<file path="src/rtl/rgb_mixer_pkg.sv">
// Shared constants and types for the RGB mixer: duty word width (matches the encoder
// output) and the default PWM tick prescale.
package rgb_mixer_pkg;

  localparam int unsigned DUTY_WIDTH       = 8;
  localparam int unsigned DEFAULT_PRESCALE = 1;

  typedef logic [DUTY_WIDTH-1:0] duty_t;

  // Counter width able to hold 0..n-1, never narrower than one bit.
  function automatic int unsigned cnt_width(input int unsigned n);
    return (n > 1) ? $clog2(n) : 1;
  endfunction

endpackage

</file>
<file path="src/rtl/prescaler.sv">
// Divides clk into a one-cycle tick every PRESCALE enabled cycles; holds at zero while
// disabled so the first tick lands exactly PRESCALE cycles after enable rises.
module prescaler
  import rgb_mixer_pkg::*;
#(
  parameter int unsigned PRESCALE = DEFAULT_PRESCALE
) (
  input  logic clk,
  input  logic reset,
  input  logic enable,
  output logic tick
);

  localparam int unsigned   CntW = cnt_width(PRESCALE);
  localparam logic [CntW-1:0] Last = CntW'(PRESCALE - 1);

  logic [CntW-1:0] pre_cnt_q, pre_cnt_d;

  assign tick = enable && (pre_cnt_q == Last);

  always_comb begin
    pre_cnt_d = pre_cnt_q;
    if (!enable || tick) begin
      pre_cnt_d = '0;
    end else begin
      pre_cnt_d = pre_cnt_q + 1'b1;
    end
  end

  always_ff @(posedge clk) begin
    if (reset) begin
      pre_cnt_q <= '0;
    end else begin
      pre_cnt_q <= pre_cnt_d;
    end
  end

endmodule

</file>
<file path="src/rtl/pwm_channel.sv">
// Single-colour PWM channel. Duty is double-buffered into a shadow register that only
// reloads at the period wrap (or continuously while idle), so updates never cause runts.
module pwm_channel
  import rgb_mixer_pkg::*;
#(
  parameter int unsigned WIDTH    = DUTY_WIDTH,
  parameter int unsigned PRESCALE = DEFAULT_PRESCALE,
  parameter bit          INVERT   = 1'b0
) (
  input  logic             clk,
  input  logic             reset,
  input  logic             enable,
  input  logic [WIDTH-1:0] duty,
  output logic             pwm_out,
  output logic             period_done,
  output logic [WIDTH-1:0] duty_active
);

  localparam logic [WIDTH-1:0] CntMax = '1;

  logic             tick;
  logic             wrap;
  logic [WIDTH-1:0] cnt_q, cnt_d;
  logic [WIDTH-1:0] duty_q, duty_d;
  logic             pwm_q, pwm_d;
  logic             done_q, done_d;

  prescaler #(
    .PRESCALE(PRESCALE)
  ) u_prescaler (
    .clk   (clk),
    .reset (reset),
    .enable(enable),
    .tick  (tick)
  );

  assign wrap = tick && (cnt_q == CntMax);

  always_comb begin
    cnt_d  = cnt_q;
    duty_d = duty_q;
    pwm_d  = INVERT;
    done_d = 1'b0;
    if (!enable) begin
      // Idle: abandon the period and track duty so enabling starts with the current value.
      cnt_d  = '0;
      duty_d = duty;
    end else begin
      pwm_d  = (cnt_q < duty_q) ^ INVERT;
      done_d = wrap;
      if (tick) begin
        cnt_d = cnt_q + 1'b1;
      end
      if (wrap) begin
        duty_d = duty;
      end
    end
  end

  always_ff @(posedge clk) begin
    if (reset) begin
      cnt_q  <= '0;
      duty_q <= '0;
      pwm_q  <= INVERT;
      done_q <= 1'b0;
    end else begin
      cnt_q  <= cnt_d;
      duty_q <= duty_d;
      pwm_q  <= pwm_d;
      done_q <= done_d;
    end
  end

  assign pwm_out     = pwm_q;
  assign period_done = done_q;
  assign duty_active = duty_q;

endmodule

</file>
<file path="config.mk">
export PLATFORM = sky130hd
export DESIGN_NAME = pwm_channel
export DESIGN_NICKNAME = d
export VERILOG_FILES = /design/src/rtl/rgb_mixer_pkg.sv /design/src/rtl/prescaler.sv /design/src/rtl/pwm_channel.sv
export SDC_FILE = /design/constraint.sdc
export NUM_CORES = 1
export LEC_CHECK = 0
export BUFFER_PORTS_ARGS = -buffer_cell sky130_fd_sc_hd__buf_4
export CAP_MARGIN = 20
export CORE_ASPECT_RATIO = 0.8
export CORE_UTILIZATION = 55
export DETAILED_ROUTE_END_ITERATION = 10
export GPL_TIMING_DRIVEN = 0
export PLACE_DENSITY_LB_ADDON = 0.25
export SETUP_SLACK_MARGIN = 0.05
export SYNTH_ARGS = -nofsm -noshare
export SYNTH_HDL_FRONTEND = slang
export SYNTH_SLANG_ARGS = --single-unit
</file>
<file path="constraint.sdc">
create_clock -name clk -period 4.33 [get_ports clk]
set_input_delay 0.6495 -clock clk [delete_from_list [all_inputs] [get_ports clk]]
set_output_delay 0.6495 -clock clk [all_outputs]
set_load 0.02 [all_outputs]
</file>
[Word level (Yosys, flattened, before mapping)]
Cells that the tools add are included.
Cells by class
  magnitude comparators: 1
  reductions and logical operators: 6
  muxes and demuxes: 2
  add/subtract/negate cells: 2
  bitwise gates (word level): 2
  equality and inequality tests: 2
Operators with widths (count)
  $mux 8: 2
  $add 8x1->8 const B: 1
  $eq 8x8->1 const B: 1
  $lt 8x8->1: 1
  $reduce_or 2->1: 2
  $logic_and 1x1->1: 2
  $ne 2x1->1 const B: 1
  $not 1->1: 2
  $add 1x1->1 const B: 1
  $logic_not 1->1: 1
  $logic_or 1x1->1: 1
Word-level totals
  input port bits: 11
  output and inout port bits: 10
  bits in registers: 19

[Logic depth before layout (Yosys ltp)]
  depth after elaboration: 5
  gate-level depth with buffers: 5
  gate-level depth less buffers: 5

[Hierarchy]
A second synthesis with hierarchy kept.
Unflattened totals
  cell total of the unflattened synthesis: 103
  area total of the unflattened synthesis: 1001.0 µm²
By module, submodules not included
  pwm_channel: area an instance 963.4 µm², instances 1, sequential area each 360.3 µm², cells an instance 100
  prescaler: area an instance 37.5 µm², instances 1, sequential area each 20.0 µm², cells an instance 3

[Least setup slack after synthesis]
No wires, ideal clock.
  path type: input port to flip-flop
  start: input port enable
  end: register cnt_q[5]
  setup slack: 2879 ps
  arrival time: 1381 ps
  stages on the path: 4
  data required time: 4260 ps
  library setup time: 70 ps
  cell sequence: buf_6 > nand2_1 > or4_1 > a21oi_1
Between the ends
  longest elaborated chain between the ends: 2
RTL lines
  start, declared: line pwm_channel.sv:12  | input logic enable,
  $not 1->1 (no source line)
  $reduce_or 2->1 (no source line)
  end signal, assigned: line pwm_channel.sv:67  | cnt_q <= cnt_d;
  end, declared: line pwm_channel.sv:23  | logic [WIDTH-1:0] cnt_q, cnt_d;
Parallel ways exist; a longest one is shown, timed or not.
A chain may end at the register's enable or synchronous reset.

[Worst setup path after layout]
  start: register cnt_q[4]
  end: register duty_q[7], in the netlist duty_active[7]
Between the ends
  longest elaborated chain between the ends: 3
RTL lines
  $eq 8x8->1: line pwm_channel.sv:37  | assign wrap = tick && (cnt_q == CntMax);
  $logic_and 1x1->1: line pwm_channel.sv:37
  $ne 2x1->1 (no source line)
  end signal, assigned: line pwm_channel.sv:68  | duty_q <= duty_d;
  end, declared: line pwm_channel.sv:24  | logic [WIDTH-1:0] duty_q, duty_d;
No other way between the ends.

==> summary.txt <==
CTS
  – Post-CTS setup buffers: 0
  – H-tree Lvls: 1
  – CTS max path bufs: 2
  – CTS tree: built
  – Total CTS buffers: 3
  – Hold-fix buffers at CTS: 0
  – Post_cts resized: 0
  – Skew-Pair Late Insertion Delay: 0.30 ns
  – Clock tree sinks: 19
  – CTS Root Cell: clkbuf_4
  – Reg clk slew, reported paths: approximately 0.11 ns

Global routing
  – Largest net degree at the start of global routing: 11
  – Vias in the first global route: 1138
  – First-pass GRT wire length: around 5000 µm
  – Antenna violations before repair: 0
  – Grt total ovfl: 0
  – Global Route Usage Sum: 0.2937

Route
  – Via count: 1186
  – Via/cell ratio: 6.411
  – Post-Route WL: 3070 µm
  – Antenna-violating nets left: 0
  – Starting DRT DRC Count: 53
  – DR WL/cell: ~17 µm
  – DRT Pass-1 Iters: 5
  – DRC Markers: 0

Synth
  – Cell variety after synth: 28
  – Main synth FF type: dfxtp_1
  – Ranking of synthesized cells by area: dfxtp_1 (32%), ha_1 (8.4%), a21oi_1 (6.8%)
  – Area share of the largest cell type after synthesis: 0.3210
  – Synthesis Warnings: 0
  – Mapped Nets: 156
  – Synth Cell Area: 0.001185 mm²
  – Synth top cells by count: dfxtp_1 (19), a21oi_1 (16), nand2b_1 (10), o21ai_0 (10)
  – Gate Count Post-Synth: 137
  – Most common cell in the netlist: dfxtp_1
  – Synth area leader: dfxtp_1
  – Asr flop ratio synth: 0
  – Sequential area share after synthesis: 0.3210
  – Number of flops mapped to enable cells by yosys: 0
  – Syn_area_per_cell: 8.649 µm²
  – Number of synthesized register bits: 19

Final layout
  – Ant. Diodes: 0
  – # fillers: 157
  – Final nets: 181
  – Area Growth Syn to Fin: 17.42%
  – Multi-input gate area: 713.2 µm²
  – Ratio of cells with drive above 1 in the final layout: 0.1739
  – FF/Latch Area: 380.4 µm²

Timing
  – Tcrit/Tclk final: 0.3832
  – Setup Viol. Count Final: 0
  – Setup WS post-layout: ~2.7 ns
  – Slew HR: 0.6590
  – Setup Skew: between 0.003 and 0.004 ns
  – Crit path time final: 1.659 ns
  – Max-slew violations: 0
  – Least-Margin Pin Slew: 0.5114 ns
  – Fmax: 602.7 MHz
  – RSZ-0062 raised after global routing: false
  – Setup TNS: 0 ns
  – Final hold vios: 0

Setup path
  – Crit-path leading delay family: flip-flops
  – Startpoint Class: register
  – CP startpoint: cnt_q[4]
  – Reg2reg start: cnt_q[4]
  – Critical Path Fanout Max: 10
  – Crit-path slowest cell: dfxtp_1
  – CP endpoint kind: register
  – Data arrival time of the worst path: 1.84 ns
  – CP Class: reg -> reg
  – Worst Path Buf+Inv: 1
  – Crit path cell chain: nand4_1 -> clkbuf_1 -> a21oi_1 -> o311ai_1
  – Req. time, crit path: roughly 4.5 ns
  – Crit-path max cell delay: around 0.46 ns

Flow run
  – Max_cap viols: 0

Power
  – IR drop worst, VDD: 0.0002125 V
  – Leakage: 0.5918 nW
  – Pwr Density: 258.3 mW/mm²
  – Total Power: roughly 0.36 mW

Outcome
  – Status: complete, no violations

Floorplan
  – Top Ports: 21
  – Row cnt: 14
  – Initial Utilization: 0.6094
  – Die width: 53.90 µm
  – Core ar.: 0.001944 mm²
  – Die Y-Extent: 43.52 µm
  – Die area: 0.002345 mm²

Hold path
  – Hold Path Class: reg -> reg
  – Worst min-delay path startpoint: cnt_q[7]

Placement
  – DP HPWL: 2154 µm
  – Placer Congestion: 0.8338
  – PortBufs: 20
  – DP Worst Slack: 2.611 ns
[area by class of cell]
class,count,area share
repair buffers,20,0.1079
inverters,8,0.02158
flip-flops and latches,19,0.2734
well taps,24,0.02158
plain buffers,10,0.04406
clock buffers,4,0.01888
multi-input cells,100,0.5126
[where the power goes]
| part | switching (mW) | internal [mW] | leakage, nW |
|---|---|---|---|
| combinational | 0.0391 | 0.0363 | 0.421 |
| sequential | 0.00726 | 0.184 | 0.156 |
| clock | 0.0570 | 0.0360 | 0.0150 |
| total | 0.103 | 0.256 | 0.592 |
[state kept, by name (all words and copies together), names as in the netlist]
| register | count |
|---|---|
| pwm_out | 1 |
| duty_active | 8 |
| period_done | 1 |
| cnt_q | 8 |
| u_prescaler.pre_cnt_q | 1 |
[cell usage in the layout (no fill, tap or decap)]
cell type	netlist	routed
buf_4	0	20
dfxtp_1	19	19
a21oi_1	16	16
nand2b_1	10	10
o21ai_0	10	10
inv_1	8	8
and3b_1	8	8
nor3b_1	8	8
o311ai_1	8	8
ha_1	8	8
clkbuf_1	6	7
nand4_1	4	4
buf_6	3	3
nor2_1	3	3
o31ai_1	3	3
or4_1	3	3
nand2_1	3	3
nor3_1	3	3
clkbuf_4	0	3
o211ai_1	2	2
nor2b_1	2	2
or3_1	2	2
xor2_1	1	1
nand4b_4	1	1
or2_0	1	1
buf_2	1	1
a2111o_1	1	1
xnor2_1	1	1
mux2i_1	1	1
conb_1	1	1
[metal layers]
layer  up-vias  share of wire  global-route usage
li1        554              -                   -
met1       539           0.41              0.3728
met2        82           0.47              0.4667
met3        11          0.096             0.09825
met4         0          0.015             0.08947
met5         -              0                   0
[cells by family (layout without fill, tap and decap cells)]
group	after synthesis	count (layout)	share of synthesized area
other	1	1	0.003165
adders and majority gates	8	8	0.08448
buffers and inverters	18	42	0.07708
AOI/OAI and AO/OA	40	40	0.2101
muxes	1	1	0.008448
DFF	19	19	0.3210
and+or+nand+nor	48	48	0.2809
xor gates and xnor gates	2	2	0.01479
[through the flow]
stage,util,cells,hold slack [ns],cell area (µm²)
detailed placement,0.7021,181,0.5218,1365
finish,0.7156,185,0.5372,1391
CTS,0.7156,185,0.5407,1391
floorplan,-,137,0.4683,1185
global placement,0.7021,181,0.5142,1365
global route,0.7156,185,0.5687,1391
[worst paths after layout]
check,slack (ns),cells past startpoint,end
max,2.67,4,duty_active[7]
min,0.54,2,cnt_q[7]
max reg2reg,2.67,4,duty_active[7]
min reg2reg,0.54,2,cnt_q[7]
[worst register-to-register path, cell delays in order (launching register included)]
cell and delay (ns):
dfxtp_1 0.46, nand4_1 0.40, clkbuf_1 0.36, a21oi_1 0.19, o311ai_1 0.12
Power figures use the tool's default switching activity.
